**config.mk**
```make
export PLATFORM = sky130hd
export DESIGN_NAME = pmu_stream_tx_flat
export DESIGN_NICKNAME = d
export VERILOG_FILES = /design/src/rtl/pmu_stream_pkg.sv /design/src/rtl/pmu_stream_tx_if.sv /design/src/rtl/pmu_stream_piso.sv /design/src/rtl/pmu_stream_tx.sv /design/src/flat_wrapper.sv
export SDC_FILE = /design/constraint.sdc
export NUM_CORES = 1
export LEC_CHECK = 0
export ABC_CLOCK_PERIOD_IN_PS = 4600
export BUFFER_PORTS_ARGS = -buffer_cell sky130_fd_sc_hd__buf_2
export CAP_MARGIN = 0
export CORE_UTILIZATION = 55
export CTS_BUF_LIST = sky130_fd_sc_hd__clkbuf_2
export DETAILED_ROUTE_END_ITERATION = 12
export PLACE_DENSITY_LB_ADDON = 0.05
export SYNTH_ARGS = -nofsm -noshare
export SYNTH_HDL_FRONTEND = slang
export SYNTH_HIERARCHICAL = 1
export SYNTH_SLANG_ARGS = --single-unit
```
**constraint.sdc**
```tcl
create_clock -name clk_i -period 4.6 [get_ports clk_i]
set_input_delay 0 -clock clk_i [delete_from_list [all_inputs] [get_ports clk_i]]
set_output_delay 0 -clock clk_i [all_outputs]
set_load 0.01 [all_outputs]
```
**src/rtl/pmu_stream_pkg.sv**
```systemverilog
// Shared constants and state encoding for the PMU bitstream transmitter.
// Latency: n/a (declarations only).
// Backpressure: n/a (declarations only).
package pmu_stream_pkg;

    // JTAG entry sequence, bit k is driven on header cycle k (LSB first)
    localparam logic [11:0] JTAG_TMS_HDR = 12'b011000000110;
    localparam logic [11:0] JTAG_TDI_HDR = 12'b001101100000;

    localparam int HDR_LEN = 12;
    localparam int FTR_LEN = 5;

    typedef enum logic [2:0] {
        IDLE,
        HDR,
        PAY,
        FTR,
        GAP
    } state_t;

endpackage

```
**src/rtl/pmu_stream_tx_if.sv**
```systemverilog
// Host-side payload stream plus PMU pin bundle of the bitstream transmitter.
// Latency: n/a (wiring only).
// Backpressure: word_ready_o qualifies word_valid_i; start_i is a one-cycle pulse.
interface pmu_stream_tx_if #(
    parameter int WORD_W = 32,
    parameter int CNT_W  = 16
);
    logic              start_i;
    logic [CNT_W-1:0]  chunk_cnt_i;
    logic [WORD_W-1:0] word_i;
    logic              word_valid_i;
    logic              word_ready_o;
    logic              tms_o;
    logic              tdi_o;
    logic              tck_en_o;
    logic              busy_o;
    logic              done_o;
    logic              underrun_o;

    // host / controller side
    modport master (
        output start_i, chunk_cnt_i, word_i, word_valid_i,
        input  word_ready_o, tms_o, tdi_o, tck_en_o, busy_o, done_o, underrun_o
    );

    // transmitter side
    modport slave (
        input  start_i, chunk_cnt_i, word_i, word_valid_i,
        output word_ready_o, tms_o, tdi_o, tck_en_o, busy_o, done_o, underrun_o
    );
endinterface

```
**src/rtl/pmu_stream_piso.sv**
```systemverilog
// Prefetch word register feeding a parallel-in/serial-out shift register, LSB first.
// Latency: a word accepted while both stages are empty is on ser_dat in the same cycle.
// Backpressure: ready while the prefetch register is empty; empty flags a stall.
module pmu_stream_piso #(
    parameter int WORD_W = 32
) (
    input  logic              clk_i,
    input  logic              rst_i,
    input  logic              load,
    input  logic [WORD_W-1:0] load_dat,
    input  logic              shift,
    output logic              ready,
    output logic              empty,
    output logic              ser_dat,
    output logic              last_bit
);
    localparam int CW = $clog2(WORD_W);

    logic [WORD_W-1:0] sr_q;
    logic [WORD_W-1:0] pf_q;
    logic              sr_vld;
    logic              pf_vld;
    logic [CW-1:0]     bit_cnt;
    logic [WORD_W-1:0] head;

    assign ready    = !pf_vld;
    assign empty    = !sr_vld && !pf_vld && !load;
    assign last_bit = sr_vld && (bit_cnt == CW'(WORD_W - 1));
    assign ser_dat  = head[0];

    // Oldest available word: shift register, else prefetch, else the word arriving now
    always_comb begin
        head = load_dat;
        if (sr_vld) begin
            head = sr_q;
        end else if (pf_vld) begin
            head = pf_q;
        end
    end

    // Shift/reload: a word whose last bit goes out is replaced in the same edge so
    // consecutive words stream without a gap; an accept never overwrites a full prefetch
    always_ff @(posedge clk_i) begin
        if (rst_i) begin
            sr_q    <= '0;
            pf_q    <= '0;
            sr_vld  <= 1'b0;
            pf_vld  <= 1'b0;
            bit_cnt <= '0;
        end else if (shift && !empty) begin
            if (!sr_vld) begin
                // bit 0 of head leaves now; prefetch (or the bypassed word) moves down
                sr_q    <= head >> 1;
                sr_vld  <= 1'b1;
                bit_cnt <= CW'(1);
                pf_vld  <= 1'b0;
            end else if (last_bit) begin
                bit_cnt <= '0;
                if (pf_vld) begin
                    sr_q   <= pf_q;
                    pf_vld <= 1'b0;
                end else if (load) begin
                    sr_q <= load_dat;
                end else begin
                    sr_vld <= 1'b0;
                end
            end else begin
                sr_q    <= sr_q >> 1;
                bit_cnt <= bit_cnt + CW'(1);
                if (load) begin
                    pf_q   <= load_dat;
                    pf_vld <= 1'b1;
                end
            end
        end else if (load) begin
            pf_q   <= load_dat;
            pf_vld <= 1'b1;
        end
    end

endmodule

```
**src/rtl/pmu_stream_tx.sv**
```systemverilog
// Serialises header, (2+2C) payload blocks and footer onto the PMU tms/tdi pins.
// Latency: first header bit on the cycle after start_i; all pin outputs registered.
// Backpressure: pulls words via valid/ready; an empty buffer stalls tck_en_o and sets underrun_o.
module pmu_stream_tx #(
    parameter int WORD_W  = 32,
    parameter int BLOCK_W = 256,
    parameter int CNT_W   = 16
) (
    input  logic           clk_i,
    input  logic           rst_i,
    pmu_stream_tx_if.slave bus
);
    import pmu_stream_pkg::*;

    localparam int WPB   = BLOCK_W / WORD_W;
    localparam int WPB_W = (WPB > 1) ? $clog2(WPB) : 1;
    localparam int BLK_W = CNT_W + 2;
    localparam int OWE_W = BLK_W + WPB_W;

    state_t             state;
    logic [3:0]         hdr_cnt;
    logic [2:0]         ftr_cnt;
    logic [WPB_W-1:0]   word_cnt;
    logic [BLK_W-1:0]   blk_cnt;
    logic [BLK_W-1:0]   blocks;
    logic [BLK_W-1:0]   blocks_nxt;
    logic [OWE_W-1:0]   owed;
    logic               pay_last;
    logic               tms_q;
    logic               tdi_q;
    logic               tck_en_q;
    logic               busy_q;
    logic               done_q;
    logic               underrun_q;

    logic word_rdy;
    logic ld;
    logic shift_req;
    logic shift_fire;
    logic piso_rdy;
    logic piso_empty;
    logic ser_dat;
    logic last_bit;

    assign blocks_nxt = BLK_W'({bus.chunk_cnt_i, 1'b0}) + BLK_W'(2);

    // prefetch runs from the first header cycle so a zero-wait source never stalls
    assign word_rdy   = ((state == HDR) || (state == PAY)) && (owed != '0) && piso_rdy;
    assign ld         = bus.word_valid_i && word_rdy;
    assign shift_req  = ((state == HDR) && (hdr_cnt == 4'(HDR_LEN - 1)))
                      || ((state == PAY) && !pay_last);
    assign shift_fire = shift_req && !piso_empty;

    pmu_stream_piso #(
        .WORD_W (WORD_W)
    ) u_piso (
        .clk_i    (clk_i),
        .rst_i    (rst_i),
        .load     (ld),
        .load_dat (bus.word_i),
        .shift    (shift_req),
        .ready    (piso_rdy),
        .empty    (piso_empty),
        .ser_dat  (ser_dat),
        .last_bit (last_bit)
    );

    // Frame FSM: every register holds what the pins show in the following cycle
    always_ff @(posedge clk_i) begin
        if (rst_i) begin
            state      <= IDLE;
            hdr_cnt    <= '0;
            ftr_cnt    <= '0;
            word_cnt   <= '0;
            blk_cnt    <= '0;
            blocks     <= '0;
            owed       <= '0;
            pay_last   <= 1'b0;
            tms_q      <= 1'b0;
            tdi_q      <= 1'b0;
            tck_en_q   <= 1'b0;
            busy_q     <= 1'b0;
            done_q     <= 1'b0;
            underrun_q <= 1'b0;
        end else begin
            done_q <= 1'b0;
            if (ld) begin
                owed <= owed - OWE_W'(1);
            end

            case (state)
                IDLE: begin
                    if (bus.start_i) begin
                        state      <= HDR;
                        blocks     <= blocks_nxt;
                        owed       <= OWE_W'(blocks_nxt) * OWE_W'(WPB);
                        hdr_cnt    <= '0;
                        word_cnt   <= '0;
                        blk_cnt    <= '0;
                        pay_last   <= 1'b0;
                        underrun_q <= 1'b0;
                        busy_q     <= 1'b1;
                        tck_en_q   <= 1'b1;
                        tms_q      <= JTAG_TMS_HDR[0];
                        tdi_q      <= JTAG_TDI_HDR[0];
                    end
                end
                HDR: begin
                    if (hdr_cnt == 4'(HDR_LEN - 1)) begin
                        // pins for the first payload cycle are set by the shift logic below
                        state <= PAY;
                    end else begin
                        hdr_cnt <= hdr_cnt + 4'd1;
                        tms_q   <= JTAG_TMS_HDR[hdr_cnt + 4'd1];
                        tdi_q   <= JTAG_TDI_HDR[hdr_cnt + 4'd1];
                    end
                end
                PAY: begin
                    if (pay_last) begin
                        state    <= FTR;
                        ftr_cnt  <= '0;
                        tms_q    <= 1'b1;
                        tdi_q    <= 1'b0;
                        tck_en_q <= 1'b1;
                    end
                end
                FTR: begin
                    if (ftr_cnt == 3'(FTR_LEN - 1)) begin
                        state <= GAP;
                        tms_q <= 1'b0;
                        tdi_q <= 1'b0;
                    end else begin
                        ftr_cnt <= ftr_cnt + 3'd1;
                    end
                end
                GAP: begin
                    state    <= IDLE;
                    busy_q   <= 1'b0;
                    done_q   <= 1'b1;
                    tck_en_q <= 1'b0;
                    tms_q    <= 1'b0;
                    tdi_q    <= 1'b0;
                end
                default: begin
                    state <= IDLE;
                end
            endcase

            // Payload bit step; a stall freezes tms/tdi and only drops the clock enable
            if (shift_fire) begin
                tms_q    <= 1'b0;
                tdi_q    <= ser_dat;
                tck_en_q <= 1'b1;
                if (last_bit) begin
                    if (word_cnt == WPB_W'(WPB - 1)) begin
                        word_cnt <= '0;
                        if (blk_cnt == blocks - BLK_W'(1)) begin
                            pay_last <= 1'b1;
                        end else begin
                            blk_cnt <= blk_cnt + BLK_W'(1);
                        end
                    end else begin
                        word_cnt <= word_cnt + WPB_W'(1);
                    end
                end
            end else if (shift_req) begin
                tck_en_q   <= 1'b0;
                underrun_q <= 1'b1;
            end
        end
    end

    assign bus.word_ready_o = word_rdy;
    assign bus.tms_o        = tms_q;
    assign bus.tdi_o        = tdi_q;
    assign bus.tck_en_o     = tck_en_q;
    assign bus.busy_o       = busy_q;
    assign bus.done_o       = done_q;
    assign bus.underrun_o   = underrun_q;

endmodule
```
**src/flat_wrapper.sv**
```systemverilog
// flat-port wrapper written by rule: the top's interface ports become plain ports
module pmu_stream_tx_flat import pmu_stream_pkg::*;
#(
    parameter int WORD_W  = 32,
    parameter int BLOCK_W = 256,
    parameter int CNT_W   = 16
)
  (clk_i, rst_i, bus_start_i, bus_chunk_cnt_i, bus_word_i, bus_word_valid_i, bus_word_ready_o, bus_tms_o, bus_tdi_o, bus_tck_en_o, bus_busy_o, bus_done_o, bus_underrun_o);
  pmu_stream_tx_if #(.WORD_W(WORD_W), .CNT_W(CNT_W)) bus_i ();
  input  logic clk_i;
  input  logic rst_i;
  input wire logic [$bits(bus_i.start_i)-1:0] bus_start_i;
  input wire logic [$bits(bus_i.chunk_cnt_i)-1:0] bus_chunk_cnt_i;
  input wire logic [$bits(bus_i.word_i)-1:0] bus_word_i;
  input wire logic [$bits(bus_i.word_valid_i)-1:0] bus_word_valid_i;
  output wire logic [$bits(bus_i.word_ready_o)-1:0] bus_word_ready_o;
  output wire logic [$bits(bus_i.tms_o)-1:0] bus_tms_o;
  output wire logic [$bits(bus_i.tdi_o)-1:0] bus_tdi_o;
  output wire logic [$bits(bus_i.tck_en_o)-1:0] bus_tck_en_o;
  output wire logic [$bits(bus_i.busy_o)-1:0] bus_busy_o;
  output wire logic [$bits(bus_i.done_o)-1:0] bus_done_o;
  output wire logic [$bits(bus_i.underrun_o)-1:0] bus_underrun_o;
  assign bus_i.start_i = bus_start_i;
  assign bus_i.chunk_cnt_i = bus_chunk_cnt_i;
  assign bus_i.word_i = bus_word_i;
  assign bus_i.word_valid_i = bus_word_valid_i;
  assign bus_word_ready_o = bus_i.word_ready_o;
  assign bus_tms_o = bus_i.tms_o;
  assign bus_tdi_o = bus_i.tdi_o;
  assign bus_tck_en_o = bus_i.tck_en_o;
  assign bus_busy_o = bus_i.busy_o;
  assign bus_done_o = bus_i.done_o;
  assign bus_underrun_o = bus_i.underrun_o;
  pmu_stream_tx #(.WORD_W(WORD_W), .BLOCK_W(BLOCK_W), .CNT_W(CNT_W)) u_core (.clk_i(clk_i), .rst_i(rst_i), .bus(bus_i));
endmodule
```
==> results.ini <==
[status]
run_status = finished, violations left
violations = design-rule violations

[route]
routed_wl_mm = 20.53
drt_iter0_drc = 565
vias = 7793
drc = 1
post_drt_wl_per_cell_um = 15.15
ant_nets = 0
viasPerCell = 5.751
first_pass_iters = 9

[placement]
place_inst = 1228
port_buffers = 58
gp_congestion = 0.8206
hpwl_mm = 12.59
postPlaceCellArea_um2 = 8464

[power_and_ir_drop]
leakagePower_nw = 3.564
clockPowerShare = 0.298
ir_drop_uv = 251.7
p_int_mw = 1.841
switchingPower_mw = 0.7847
p_per_area_nw_per_um2 = 271.6
p_sw_frac = 0.2989
share_comb_of_total_power = 0.179
seq_power_share = 0.522

[timing]
grt_setup_unrepaired = no
drv_slew = 0
min_period_ns = 3.791
fmax_mhz = 263.8
finalCritPeriodShare = 0.8242
maxSlewHeadroom = 0.3979
skew_ns = 0.02954
setup_tns_ns = 0
setup_violations = 0
finalHoldViolations = 0
worst_slew_pin_slew_ns = 0.9031

[worst_setup_path]
cp_top_family = simple AND/OR/NAND/NOR gates
crit_type = reg -> reg
crit_arrival_ns = 4.43
critical_path_buf_inv_count = 0
required_ns = 5.24
max_stage_delay_ns = 0.56
endpoint_kind = flop
cp_max_fo = 17
start_kind = flop
critPathSlowestCell = or4_4
crit_chain = or4_4 -> or4b_1 -> nor4_2 -> nor2_2 -> and2_1 -> nor3_1 -> a211oi_2 -> nand3_1 -> o21ba_1 -> o31ai_1

[synth]
yosys_warnings = 6
ys_seq_area_frac = 0.3606
ys_types = 74
yosys_register_bits = 147
synthArstFlopShare = 0
syn_area_per_cell_um2 = 7.831
synth-edff-count = 0
ys.flop_type = dfxtp_1
syn_nets = 1106
netlist_area_um2 = 8160
syn_inst = 1042

[layout]
finalNonFillerCells = 1355
fin_util = 0.6676
area_delta_synth_final_pct = 18.46
nNetsFinal = 1222
multi_input_comb_area_um2 = 4801
drive_gt1_frac = 0.1170
design_area_um2 = 9667
antenna_cells = 0
seq_area_um2 = 2945
fillers = 1257

[die]
die_area_um2 = 15330
io_pins = 59
die_h_um = 123.8
die-width_um = 123.8
rows = 44
start_util = 0.5636
core_area_um2 = 14480

[clock_tree]
ctsResizeCount = 0
numClockSinks = 147
cts.path.max_buffers = 2
clk_pin_slew_ns = 0.21
cts_setup_buffers = 0
clkLatencyLatePin_ns = 0.72
numCtsBuffers = 17
cts_root_buf = clkbuf_2
ctsHoldBuffers = 93
tritoncts = yes
htreeDepth = 4

[global_route]
grt_pass1_vias = 7310
track_usage = 0.2795
overflow = 0
grt_start_max_net_pins = 70
grt_pass1_wl_mm = 34.11
antenna_found_initial = 0

[worst_hold_path]
min_path_type = in -> reg

[job]
drv_cap = 0

==> sequential cells by signal, indices dropped and copies added (netlist names), 3 cells and up <==
register	flops
u_core/u_piso/pf_q	32
u_core/u_piso/sr_q	32
u_core/owed	21
u_core/word_cnt	3
u_core/hdr_cnt	4
u_core/blocks	17
u_core/ftr_cnt	3
u_core/state	3
u_core/u_piso/bit_cnt	5
u_core/blk_cnt	18
==> cell usage after synthesis (4+ instances only) <==
master / number / area [um^2]
ha_1: 12 / 150.1
clkbuf_1: 36 / 135.1
o211ai_1: 11 / 82.58
o31ai_2: 10 / 125.1
xor2_1: 25 / 219.0
and4_1: 4 / 35.03
a21oi_1: 90 / 450.4
inv_1: 29 / 108.9
nand4_1: 6 / 37.54
a21boi_1: 4 / 30.03
a211oi_1: 15 / 112.6
buf_4: 4 / 30.03
buf_2: 19 / 95.09
nand2_1: 110 / 412.9
o21ai_0: 49 / 245.2
nor3_1: 81 / 405.4
nand2b_1: 8 / 50.05
a31oi_1: 8 / 50.05
buf_1: 5 / 18.77
xnor2_1: 30 / 262.8
dfxtp_1: 147 / 2943
o31ai_1: 8 / 60.06
a21o_1: 6 / 45.04
and3_1: 12 / 75.07
nor4_1: 9 / 56.30
nand3_1: 33 / 165.2
nor2_1: 121 / 454.2
o221ai_1: 10 / 87.58
o21a_1: 8 / 60.06
mux2i_1: 37 / 370.4
nand3b_1: 7 / 52.55
nor2b_1: 8 / 50.05
and2_1: 7 / 43.79
o22ai_1: 7 / 43.79
==> path summary, 6_finish.rpt <==
check,from,to,slack [ns],cells past startpoint
max,u_core/owed[3],u_core/blk_cnt[5],0.81,10
min,bus_word_i[20],u_core/u_piso/pf_q[20],0.06,4
max reg2reg,u_core/owed[3],u_core/blk_cnt[5],0.81,10
min reg2reg,u_core/u_piso/sr_q[31],u_core/u_piso/sr_q[31],0.47,2
==> through the flow <==
stage	setup WS [ns]	power, mW	hold slack (ns)
2_1_floorplan	1.261	1.685	0.1360
3_3_place_gp	0.9591	1.796	0.2519
3_5_place_dp	0.8399	1.798	0.2578
4_1_cts	0.7926	2.635	0.008161
5_1_grt	0.4575	2.760	0.005020
6_report	0.8085	2.625	0.06144
==> cells in the final DEF, fill, tap and decap left out, types with 11 or more instances in the layout <==
cell           synthesis  routed
ha_1                  12      11
clkbuf_2               0      18
a21oi_1               90      90
nor2_1               121     121
mux2i_1               37      37
dfxtp_1              147     145
o21ai_0               49      49
buf_2                 19      57
a211oi_1              15      15
inv_1                 29      29
o211ai_1              11      11
xor2_1                25      25
buf_4                  4      12
nand2_1              110     110
and3_1                12      12
nor3_1                81      81
nand3_1               33      33
dlygate4sd3_1          0      95
xnor2_1               30      30
==> kinds of logic (layout without fill, tap and decap cells) <==
logic type                 after synthesis  count (layout)  share of synthesized area
and+or+nand+nor                        437             437                     0.2593
muxes                                   39              39                    0.04815
xor gates and xnor gates                55              55                    0.05903
adders and majority gates               12              12                    0.01840
DFF                                    147             147                     0.3606
buffers and inverters                   97             226                    0.05213
AOI/OAI and AO/OA                      255             255                     0.2024
==> tightest hold or removal path: cells and delay by family <==
| family | cells | cell delay, ns |
|---|---|---|
| and+or+nand+nor | 1 | 0.05 |
| buffers and inverters | 2 | 0.66 |
| AOI/OAI and AO/OA | 1 | 0.05 |
==> power groups by stage <==
stage | sequential [mW] | clock (mW) | combinational [mW]
floorplan | 1.38 | 0 | 0.306
global placement | 1.39 | 0 | 0.402
detailed placement | 1.40 | 0 | 0.403
CTS | 1.37 | 0.800 | 0.465
global route | 1.38 | 0.863 | 0.518
finish | 1.37 | 0.783 | 0.471
==> metal layers <==
metal,up-vias,wire length (um),global-route usage
li1,3935,-,-
met1,3648,9459,0.3550
met2,176,9855,0.4708
met3,34,830,0.05998
met4,0,384,0.08735
met5,-,0,0
==> layout make-up <==
cell class	count	share of cell area
multi-input combinational	798	0.4966
sequential	147	0.3047
clock buffer	18	0.009319
clock inverter	14	0.01670
timing repair buffer	164	0.1372
tap	184	0.02382
inverter	30	0.01165
Power figures use the tool's default switching activity.
